==> config.mk <==
export PLATFORM = sky130hd
export DESIGN_NAME = reset_pulse_seq_flat
export DESIGN_NICKNAME = d
export VERILOG_FILES = /design/src/rtl/reset_pulse_seq_if.sv /design/src/rtl/reset_pulse_seq.sv /design/src/flat_wrapper.sv
export SDC_FILE = /design/constraint.sdc
export NUM_CORES = 1
export LEC_CHECK = 0
export BUFFER_PORTS_ARGS = -buffer_cell sky130_fd_sc_hd__buf_4
export CAP_MARGIN = 20
export CORE_ASPECT_RATIO = 2
export CORE_UTILIZATION = 35
export DETAILED_ROUTE_END_ITERATION = 6
export PLACE_DENSITY = 0.56
export SETUP_SLACK_MARGIN = 0.05
export SYNTH_ARGS = -nofsm -noshare
export SYNTH_HDL_FRONTEND = slang
export SYNTH_SLANG_ARGS = --single-unit
export TNS_END_PERCENT = 5
==> constraint.sdc <==
create_clock -name clk -period 2.55 [get_ports clk]
set_input_delay 0.1275 -clock clk [delete_from_list [all_inputs] [get_ports clk]]
set_output_delay 0.1275 -clock clk [all_outputs]
set_load 0.02 [all_outputs]
==> src/rtl/reset_pulse_seq_if.sv <==
// Host-side command bus and target-side status for the reset pulse sequencer.
// The master drives requests and per-channel timing; the slave returns pin and status levels.
interface reset_pulse_seq_if #(
  parameter int CHANNELS = 2,
  parameter int CNT_W    = 25
);
  logic [CHANNELS-1:0]       trigger;
  logic [CHANNELS-1:0]       abort;
  logic [CHANNELS*CNT_W-1:0] delay_cycles;
  logic [CHANNELS*CNT_W-1:0] width_cycles;
  logic [CHANNELS-1:0]       reset_out;
  logic [CHANNELS-1:0]       busy;
  logic [CHANNELS-1:0]       done;

  modport master (
    output trigger, abort, delay_cycles, width_cycles,
    input  reset_out, busy, done
  );

  modport slave (
    input  trigger, abort, delay_cycles, width_cycles,
    output reset_out, busy, done
  );
endinterface

==> src/rtl/reset_pulse_seq.sv <==
// Independent per-channel reset pulse generators: programmable delay then width, all outputs registered.
// A request held during cycle k takes effect at the next edge; no backpressure, requests while busy restart or are dropped.
module reset_pulse_seq #(
  parameter int                  CHANNELS   = 2,
  parameter int                  CNT_W      = 25,
  parameter logic [CHANNELS-1:0] ACTIVE_LOW = '0,
  parameter bit                  RETRIGGER  = 1'b1,
  parameter logic [CHANNELS-1:0] BOOT_MASK  = '0,
  parameter int                  BOOT_WIDTH = 21_900_000
) (
  input  logic             clk,
  input  logic             rst_n,
  reset_pulse_seq_if.slave bus
);

  typedef enum logic [1:0] {
    IDLE   = 2'd0,
    DELAY  = 2'd1,
    ACTIVE = 2'd2
  } state_t;

  localparam logic [CNT_W-1:0] BOOT_CNT = CNT_W'(BOOT_WIDTH);
  localparam logic [CNT_W-1:0] ONE      = CNT_W'(1);

  state_t state_q [CHANNELS];
  state_t state_d [CHANNELS];

  logic [CHANNELS-1:0][CNT_W-1:0] cnt_q, cnt_d;
  logic [CHANNELS-1:0][CNT_W-1:0] width_q, width_d;
  logic [CHANNELS-1:0][CNT_W-1:0] d_in, w_in;
  logic [CHANNELS-1:0]            reset_out_q, reset_out_d;
  logic [CHANNELS-1:0]            busy_q, busy_d;
  logic [CHANNELS-1:0]            done_q, done_d;

  assign d_in = bus.delay_cycles;
  assign w_in = bus.width_cycles;

  always_comb begin
    for (int i = 0; i < CHANNELS; i++) begin
      state_d[i] = state_q[i];
      cnt_d[i]   = cnt_q[i];
      width_d[i] = width_q[i];
      done_d[i]  = 1'b0;

      // Abort outranks any trigger on the same edge and never reports completion.
      if (bus.abort[i]) begin
        state_d[i] = IDLE;
        cnt_d[i]   = '0;
      end else if (bus.trigger[i] && (state_q[i] == IDLE || RETRIGGER)) begin
        width_d[i] = w_in[i];
        if (d_in[i] != '0) begin
          state_d[i] = DELAY;
          cnt_d[i]   = d_in[i];
        end else if (w_in[i] != '0) begin
          state_d[i] = ACTIVE;
          cnt_d[i]   = w_in[i];
        end else begin
          state_d[i] = IDLE;
          cnt_d[i]   = '0;
          done_d[i]  = 1'b1;
        end
      end else begin
        case (state_q[i])
          DELAY: begin
            if (cnt_q[i] == ONE) begin
              if (width_q[i] != '0) begin
                state_d[i] = ACTIVE;
                cnt_d[i]   = width_q[i];
              end else begin
                state_d[i] = IDLE;
                cnt_d[i]   = '0;
                done_d[i]  = 1'b1;
              end
            end else begin
              cnt_d[i] = cnt_q[i] - ONE;
            end
          end
          ACTIVE: begin
            if (cnt_q[i] == ONE) begin
              state_d[i] = IDLE;
              cnt_d[i]   = '0;
              done_d[i]  = 1'b1;
            end else begin
              cnt_d[i] = cnt_q[i] - ONE;
            end
          end
          default: ;
        endcase
      end

      // Pin and busy follow the next state so they change on the same edge as the FSM.
      busy_d[i]      = (state_d[i] != IDLE);
      reset_out_d[i] = (state_d[i] == ACTIVE) ^ ACTIVE_LOW[i];
    end
  end

  always_ff @(posedge clk or negedge rst_n) begin
    if (!rst_n) begin
      for (int i = 0; i < CHANNELS; i++) begin
        state_q[i]     <= BOOT_MASK[i] ? ACTIVE : IDLE;
        cnt_q[i]       <= BOOT_MASK[i] ? BOOT_CNT : '0;
        width_q[i]     <= '0;
        reset_out_q[i] <= BOOT_MASK[i] ^ ACTIVE_LOW[i];
        busy_q[i]      <= BOOT_MASK[i];
        done_q[i]      <= 1'b0;
      end
    end else begin
      for (int i = 0; i < CHANNELS; i++) begin
        state_q[i] <= state_d[i];
      end
      cnt_q       <= cnt_d;
      width_q     <= width_d;
      reset_out_q <= reset_out_d;
      busy_q      <= busy_d;
      done_q      <= done_d;
    end
  end

  assign bus.reset_out = reset_out_q;
  assign bus.busy      = busy_q;
  assign bus.done      = done_q;

endmodule
==> src/flat_wrapper.sv <==
// flat-port wrapper written by rule: the top's interface ports become plain ports
module reset_pulse_seq_flat 
#(
  parameter int                  CHANNELS   = 2,
  parameter int                  CNT_W      = 25,
  parameter logic [CHANNELS-1:0] ACTIVE_LOW = '0,
  parameter bit                  RETRIGGER  = 1'b1,
  parameter logic [CHANNELS-1:0] BOOT_MASK  = '0,
  parameter int                  BOOT_WIDTH = 21_900_000
)
  (clk, rst_n, bus_trigger, bus_abort, bus_delay_cycles, bus_width_cycles, bus_reset_out, bus_busy, bus_done);
  reset_pulse_seq_if #(.CHANNELS(CHANNELS), .CNT_W(CNT_W)) bus_i ();
  input  logic clk;
  input  logic rst_n;
  input wire logic [$bits(bus_i.trigger)-1:0] bus_trigger;
  input wire logic [$bits(bus_i.abort)-1:0] bus_abort;
  input wire logic [$bits(bus_i.delay_cycles)-1:0] bus_delay_cycles;
  input wire logic [$bits(bus_i.width_cycles)-1:0] bus_width_cycles;
  output wire logic [$bits(bus_i.reset_out)-1:0] bus_reset_out;
  output wire logic [$bits(bus_i.busy)-1:0] bus_busy;
  output wire logic [$bits(bus_i.done)-1:0] bus_done;
  assign bus_i.trigger = bus_trigger;
  assign bus_i.abort = bus_abort;
  assign bus_i.delay_cycles = bus_delay_cycles;
  assign bus_i.width_cycles = bus_width_cycles;
  assign bus_reset_out = bus_i.reset_out;
  assign bus_busy = bus_i.busy;
  assign bus_done = bus_i.done;
  reset_pulse_seq #(.CHANNELS(CHANNELS), .CNT_W(CNT_W), .ACTIVE_LOW(ACTIVE_LOW), .RETRIGGER(RETRIGGER), .BOOT_MASK(BOOT_MASK), .BOOT_WIDTH(BOOT_WIDTH)) u_core (.clk(clk), .rst_n(rst_n), .bus(bus_i));
endmodule
Word level (Yosys, flattened, before mapping). Index checks and enable logic that the tools add are counted.

Bits in registers: 110. Bits of input ports: 106. Output and inout port bits: 6.

Equal/unequal tests: 8. Bitwise operators: 2. Reductions and logical operators: 12. Multiplexer cells: 48. Add/sub/neg operators: 2.

Operators with widths (number): 2-to-1 mux 25 bit (14); nonzero test 25 bit (6); one-hot mux 25 bit (2 select lines) (2); == test 25 x 1 -> 1 bit (second input constant) (2); subtractor 25 x 1 -> 25 bit (second input constant) (2); 2-to-1 mux 2 bit (14); 2-to-1 mux 1 bit (14); == test 2 bit (second input constant) (4); one-hot mux 2 bit (2 select lines) (2); nonzero test 4 bit (2); == test 2 x 1 -> 1 bit (second input constant) (2); one-hot mux 1 bit (2 select lines) (2); AND reduction 2 bit (2); nonzero test 2 bit (2); NOT 1 bit (2).

Depth between registers and ports, before layout. Gate-level depths: netlist of run 1.

Depth after elaboration: 7. Depth in mapped cells: 9. Gate-level depth less buffers: 8.

Worst setup path after synthesis of run 1. No wires, ideal clock.

Path kind: reg-to-reg. From: register u_core.cnt_q[15] (netlist bit). To: register u_core.busy_q[0], in the netlist u_core.bus.busy[0]. Slack: -154 ps. Data arrival time: 2617 ps. Data required time: 2463 ps. Period minus slack after synthesis: 2704 ps. Buffers on the path: 0. Cell stages (with the launch flop): 7. Cells stage by stage: dfrtp_1 or3_2 or4_1 or4_4 mux2_4 or3_1 o211ai_1.

Cells in the longest elaborated chain, start to end: 6. Elaborated cells between the ends (all ways): 7.

Ends and longest elaborated chain: start, declared (line reset_pulse_seq.sv:28) `logic [CHANNELS-1:0][CNT_W-1:0] cnt_q, cnt_d;`; start signal, assigned by index (line reset_pulse_seq.sv:101) `cnt_q[i] <= BOOT_MASK[i] ? BOOT_CNT : '0;`; start signal, assigned (line reset_pulse_seq.sv:111) `cnt_q <= cnt_d;`; == test 25 x 1 -> 1 bit * (line reset_pulse_seq.sv:65, reset_pulse_seq.sv:79); 2-to-1 mux 2 bit (on tied branches) (line reset_pulse_seq.sv:79, reset_pulse_seq.sv:65); one-hot mux 2 bit (2 select lines) * (line reset_pulse_seq.sv:63) `case (state_q[i])`; 2-to-1 mux 2 bit * (line reset_pulse_seq.sv:49) `end else if (bus.trigger[i] && (state_q[i] == IDLE || RETRIGGER)) begin`; 2-to-1 mux 2 bit * (line reset_pulse_seq.sv:46) `if (bus.abort[i]) begin`; nonzero test 2 bit * (line reset_pulse_seq.sv:92) `busy_d[i] = (state_d[i] != IDLE);`; net u_core.busy_d[0] (line reset_pulse_seq.sv:32) `logic [CHANNELS-1:0] busy_q, busy_d;`; end signal, assigned by index (line reset_pulse_seq.sv:104) `busy_q[i] <= BOOT_MASK[i];`; end signal, assigned (line reset_pulse_seq.sv:114) `busy_q <= busy_d;`; end, declared (line reset_pulse_seq.sv:32).

Mark *: on every way through the listed nets, which the timed path passes. The rest lies on a longest branch. A chain may end at the register's enable or synchronous reset.

Worst setup path after layout of run 1.
From: register u_core.cnt_q[13] (netlist bit). To: register u_core.busy_q[0], in the netlist u_core.bus.busy[0].

The elaborated chain is that of the path after synthesis.

==> results of run 1 <==
layout make-up:
type | instances | area [sq um]
Clock buffer | 12 | 246
Clock inverter | 4 | 31.3
Fill cell | 1920 | 9840
Inverter | 17 | 63.8
Multi-Input combinational cell | 693 | 4030
Sequential cell | 110 | 2750
Tap cell | 259 | 324
Timing Repair Buffer | 254 | 2080
logic make-up after synthesis:
group / share of synthesized area (%)
AOI/OAI and AO/OA: 19.3
DFF: 39.8
muxes: 0.670
adders and majority gates: 1.45
buffers and inverters: 3.66
xor gates and xnor gates: 4.05
and+or+nand+nor: 31.0
final timing paths:
path	start	end	slack, ps	cells after the start
worst max-delay path	u_core.cnt_q[13]	u_core.bus.busy[0]	-90	6
worst min-delay path	bus_width_cycles[19]	u_core.width_q[19]	10	3
worst max register to register	u_core.cnt_q[13]	u_core.bus.busy[0]	-90	6
worst min register to register	u_core.width_q[40]	u_core.width_q[40]	510	2
max in group asynchronous	rst_n	u_core.width_q[46]	1480	3
min in group asynchronous	rst_n	u_core.cnt_q[3]	330	2
state kept, by name (all words and copies together) (netlist names):
register              count
u_core.cnt_q             50
u_core.state_q            4
u_core.bus.busy           2
u_core.width_q           50
u_core.bus.done           2
u_core.bus.reset_out      2
metrics by stage:
step	hold WS [ps]	setup WS, ps
after floorplan	-168	-132
after global routing	19.7	-160
after detailed placement	207	-140
after global placement	206	-126
after CTS	0.771	-118
final	12.7	-94.5
worst register-to-register path, delay by kind of cell (launching register included):
kind | cells | cell delay, ps
DFF | 1 | 380
and+or+nand+nor | 4 | 1760
muxes | 1 | 330
AOI/OAI and AO/OA | 1 | 90
cells in the final DEF, fill, tap and decap left out, drive strengths merged, types with 3 or more instances in the layout:
cell / netlist / final
a2111oi: 3 / 3
a211o: 6 / 6
a211oi: 15 / 15
a21o: 17 / 17
a21oi: 33 / 33
a221o: 4 / 4
a22oi: 29 / 29
a31oi: 16 / 16
and2: 8 / 8
and3: 14 / 14
and4: 3 / 3
buf: 5 / 215
clkbuf: 45 / 12
clkinv: 0 / 3
dfrtp: 110 / 110
dlygate4sd3: 0 / 39
ha: 8 / 8
inv: 17 / 18
nand2: 205 / 205
nand2b: 6 / 6
nand3: 13 / 13
nand3b: 4 / 4
nand4: 17 / 17
nor2: 66 / 66
nor2b: 5 / 5
nor3: 30 / 30
nor4: 48 / 48
nor4b: 3 / 3
o211ai: 7 / 7
o21a: 3 / 3
o21ai: 38 / 38
o31a: 4 / 4
o31ai: 4 / 4
or2: 5 / 5
or3: 15 / 15
or4: 5 / 5
xnor2: 17 / 17
xor2: 15 / 15
routing by layer:
metal  part of all wire, %  wire length (um)  up-vias  global-route usage [%]
met1                    33              9330     3717                    26.5
li1                      -                 -     3572                       -
met3                   2.9               847      114                    3.55
met2                    58             16500      271                    57.7
met5                     0                 0        -                       0
met4                   7.0              2020        0                    20.1
power breakdown:
group | internal [mW] | switching (mW)
clock | 0.698 | 0.696
combinational | 0.613 | 0.691
sequential | 1.92 | 0.192
repair_timing:
action / CTS / global route
buffers inserted: 1 / 1
pin swaps: 2 / 3
hold endpoints to repair: 86 / 0
setup endpoints to repair: 12 / 21
hold buffers: 39 / 0
resized for setup: 6 / 15
==> impl_results.md, run 1 <==
- Status: finished, violations left
- Failing checks: negative setup slack
- Initial antenna violation count: 0
- Crit end category: flop
- Synth top cells by count: 205 x nand2_1, 110 x dfrtp_1, 66 x nor2_1
- Family with the most delay on the worst path: simple AND/OR/NAND/NOR gates
- First-pass GRT wire length: 44.0 mm
- Layout Skew: just under 9 ps
- EDFF count, synth: 0
- ANT cells: 0
- Layout cells sized above 1: about a quarter
- Synth top area share: 39.8%
- Clock latency at the later pin of the worst-skew pair: ~360 ps
- Vias: about 7700
- Warnings, synthesis: 0
- Synth cell types: between 60 and 70
- # Max-Cap Violations: 0
- RD Place Congestion: approximately 1
- Avg WL per Cell: 21.3 um
- Cell area power density: between 500 and 600 nW/um^2
- Largest net degree at the start of global routing: between 50 and 60
- Post-Synthesis Cells: slightly below 900
- Max Slew Vio Count: 0
- CORE AREA: slightly below 20000 sq um
- Placed cell areas: between 8000 and 9000 sq um
- Top_reg_cell synth: dfrtp_1
- First-pass DRT Iterations: 5
- Initial DRC count: about 280
- PortBufs: 111
- WL final: about 29 mm
- Layout Nets: roughly 1200
- WP buf/inv: 0
- Arrival time worst endpoint: about 3000 ps
- CP required: about 2800 ps
- Critical path class: reg -> reg
- Num CTS Buffers: 9
- Critical Path Start Type: flop
- Pwr Total: just under 5 mW
- Design Area, Final: between 9000 and 10000 sq um
- Worst slew margin: between 50% and 60%
- CTS clk-pin slew, worst paths: 70 ps
- CP peak stage delay: around 550 ps
- Post-Layout Cell Count: about 1300
- Leak: ~4.4 nW
- Hold Vio Cnt, Final: 0
- Die X: 101 um
- Root Driver: clkbuf_16
- # placed instances: roughly 1300
- Synth area leader: dfrtp_1
- Starting Density: between 30% and 40%
- VDD IR max: about 0.27 mV
- Vias in the first global route: ~8100
- Fmax: 378 MHz
- Top Ports: between 100 and 150
- Synthesized Nets: between 900 and 1000
- Most area-consuming cells after synthesis: dfrtp_1 40%, nand2_1 11%, nor4_1 4.3%
- GRT Total Usage: 29.4%
- Post-layout util: between 40% and 50%
- Sequential-to-total area share from yosys stat: between 30% and 40%
- Crit path cell chain: or4_4, or3_4, or4_4, mux2_4, or3_4, o211ai_1
- Cell row count: 72
- CTS max path bufs: 2
- Setup violators final: 3
- DP HPWL: 22.3 mm
- Crit share post-route: 104%
- CTS H-tree lvls: 3
- Overflow after GRT: 0
- Worst Tran Pin Value: between 700 and 800 ps
- Full die area: 20400 sq um
- RSZ-0062 raised after global routing: true
- Drt via density: between 5 and 6
- DR DRC count: 0
- Detail Route Antenna Nets: 0
- CTS sink count: 110
- Avg Cell Area, Syn: around 7.9 sq um
- Synth Register Bits: 110
- Worst setup margin: -94.5 ps
- Final min period: ~2600 ps
- Synthesis-to-layout area growth: 37.9%
- Post-synth ARST share: between 90% and 100%
- Hold crit path type: in -> reg
- Max FO, Critical Path: 3
- Slowest CP cell: or4_4
- Most common cell in the netlist: nand2_1
- Post-Route Setup TNS: -182 ps
- Die Ht: around 200 um
- CTS tree: yes
- Cell Area, Synth: about 6900 sq um
(Power assumes the default switching activity.)
==> inputs of run 2 (changes only) <==
--- a/config.mk
+++ b/config.mk
@@ -5,10 +5,11 @@
 export SDC_FILE = /design/constraint.sdc
 export NUM_CORES = 1
 export LEC_CHECK = 0
-export BUFFER_PORTS_ARGS = -buffer_cell sky130_fd_sc_hd__buf_4
+export BUFFER_PORTS_ARGS = -buffer_cell sky130_fd_sc_hd__clkbuf_2
 export CAP_MARGIN = 20
 export CORE_ASPECT_RATIO = 2
 export CORE_UTILIZATION = 35
+export CTS_CLUSTER_DIAMETER = 100
 export DETAILED_ROUTE_END_ITERATION = 6
 export PLACE_DENSITY = 0.56
 export SETUP_SLACK_MARGIN = 0.05
==> impl_results.md, run 2 (synthesis results as in run 1) <==
- CTS sink count: 110 (unchanged)
- Hold Worst Slack: 6.53 ps (-6.21 ps)
- Worst Tran Pin Value: 757 ps (+40.8 ps)
- RSZ-0062 raised after global routing: true
- CTS H-tree lvls: 3 (unchanged)
- GRT Total Usage: 28.8% (-0.63 points)
- First-pass GRT wire length: 42.7 mm (-3.0%)
- Detail Route Antenna Nets: 0 (unchanged)
- Max FO, Critical Path: 3 (unchanged)
- Cell row count: 72 (unchanged)
- WL final: 27.8 mm (-3.0%)
- Top Ports: 112 (unchanged)
- CTS clk-pin slew, worst paths: 70 ps (about the same)
- Worst slew margin: 49.0% (-3.1 points)
- Fmax: 381 MHz (+0.80%)
- DR DRC count: 0 (unchanged)
- CTS max path bufs: 2 (unchanged)
- Setup violators final: 3 (unchanged)
- Most frequent cells in the layout: 205 x nand2_1, 110 x clkbuf_2, 110 x dfrtp_1
- # Max-Cap Violations: 0 (unchanged)
- Regs by FF count: u_core.cnt_q (50), u_core.width_q (50), u_core.state_q (4)
- Max Slew Vio Count: 0 (unchanged)
- Initial DRC count: 305 (+9.7%)
- Clock latency at the later pin of the worst-skew pair: 370 ps (about the same)
- Most common cell after layout, fill and taps aside: nand2_1
- Post-Place Setup Slack: -148 ps (-8.70 ps)
- Crit share post-route: 103% (-0.82 points)
- Hold Vio Cnt, Final: 0 (unchanged)
- Vias in the first global route: 7745 (-4.2%)
- ANT cells: 0 (unchanged)
- CP required: 2840 ps (about the same)
- VDD IR max: 0.385 mV (+43%)
- Overflow after GRT: 0 (unchanged)
- Arrival time worst endpoint: 2910 ps (about the same)
- Num CTS Buffers: 9 (unchanged)
- Layout Skew: 8.17 ps (-0.691 ps)
- Crit end category: flop
- Failing checks: negative setup slack
- Layout cells sized above 1: 22.6% (-1.3 points)
- First-pass DRT Iterations: 4 (-1)
- Critical Path Start Type: flop
- CORE AREA: 19400 sq um (unchanged)
- RD Place Congestion: 0.971 (-1.1%)
- Hold crit path type: in -> reg
- Worst setup margin: -73.5 ps (+20.9 ps)
- Die Ht: 201 um (unchanged)
- Initial antenna violation count: 0 (unchanged)
- Die X: 101 um (unchanged)
- PortBufs: 111 (unchanged)
- Cell area power density: 517 nW/um^2 (+2.4%)
- Avg WL per Cell: 21.0 um (-1.5%)
- Post-Route Setup TNS: -169 ps (+13.3 ps)
- Status: finished, violations left
- Vias: 7515 (-2.1%)
- Final min period: 2620 ps (-20.9 ps)
- Synthesis-to-layout area growth: 30.9%
- R2R Setup Slk: -70 ps (+20 ps)
- CTS tree: yes
- Layout Nets: 1178 (-1.8%)
- Drt via density: 5.66 (-0.52%)
- Root Driver: clkbuf_16
- Leak: 4.24 nW (-4.1%)
- Critical path class: reg -> reg
- Full die area: 20400 sq um (unchanged)
- DP HPWL: 21.5 mm (-3.4%)
- Largest net degree at the start of global routing: 60 (+18%)
- Starting Density: 35.7% (unchanged)
## run 2: cell types whose count changed in the layout (fill, tap and decap cells not counted), moves of 3 or more
| cell | change |
|---|---|
| buf_4 | -127 |
| clkbuf_2 | +110 |
| dlygate4sd3_1 | -7 |
| clkinvlp_4 | +3 |
## run 2: final cells by class
cell class	count	area, sq um
Sequential cell	110	2750
Timing Repair Buffer	233	1660
Clock inverter	5	36.3
Fill cell	1931	10300
Inverter	17	63.8
Tap cell	259	324
Clock buffer	11	233
Multi-Input combinational cell	693	3980
## run 2: final timing paths
check | end | startpoint | depth (start not counted)
max | u_core.state_q[3] | u_core.cnt_q[13] | 6
min | u_core.width_q[7] | bus_width_cycles[7] | 3
max reg2reg | u_core.state_q[3] | u_core.cnt_q[13] | 6
min reg2reg | u_core.width_q[47] | u_core.width_q[47] | 2
max in group asynchronous | u_core.cnt_q[47] | rst_n | 3
min in group asynchronous | u_core.width_q[5] | rst_n | 2
## run 2: repair_timing
item,in CTS,in global routing
hold buffers,32,0
endpoints found under the setup margin,7,15
buffers inserted,0,1
pin swaps,2,2
cloned,0,0
gates resized for setup,4,10
hold endpoints to repair,78,0
## run 2: per-stage QoR
| step | instances | utilization [%] | power, mW | area (sq um) |
|---|---|---|---|---|
| global route | 1328 | 46.7 | 4.91 | 9050 |
| global placement | 1279 | 43.3 | 3.27 | 8390 |
| CTS | 1327 | 46.5 | 4.69 | 9000 |
| floorplan | 870 | - | 2.70 | 6920 |
| detailed placement | 1279 | 43.3 | 3.28 | 8390 |
| finish | 1328 | 46.7 | 4.68 | 9050 |
## run 2: power by group
| group | total [mW] | leakage (nW) | internal [mW] | switching [mW] |
|---|---|---|---|---|
| sequential | 2.11 | 1.40 | 1.92 | 0.193 |
| combinational | 1.20 | 2.72 | 0.542 | 0.663 |
| clock | 1.36 | 0.122 | 0.665 | 0.698 |
## run 2: critical path, cell delays in order (launching register included)
cell and delay (ps):
dfrtp_1 380, or4_4 540, or3_4 340, or4_4 530, mux2_4 320, or3_1 320
o21ai_0 90
## run 2: routing by layer
metal	vias up	global-route usage, %	routed length (um)
li1	3534	-	-
met1	3595	26.4	8870
met2	277	54.7	15700
met3	109	4.53	1150
met4	0	20.9	2130
met5	-	0	0
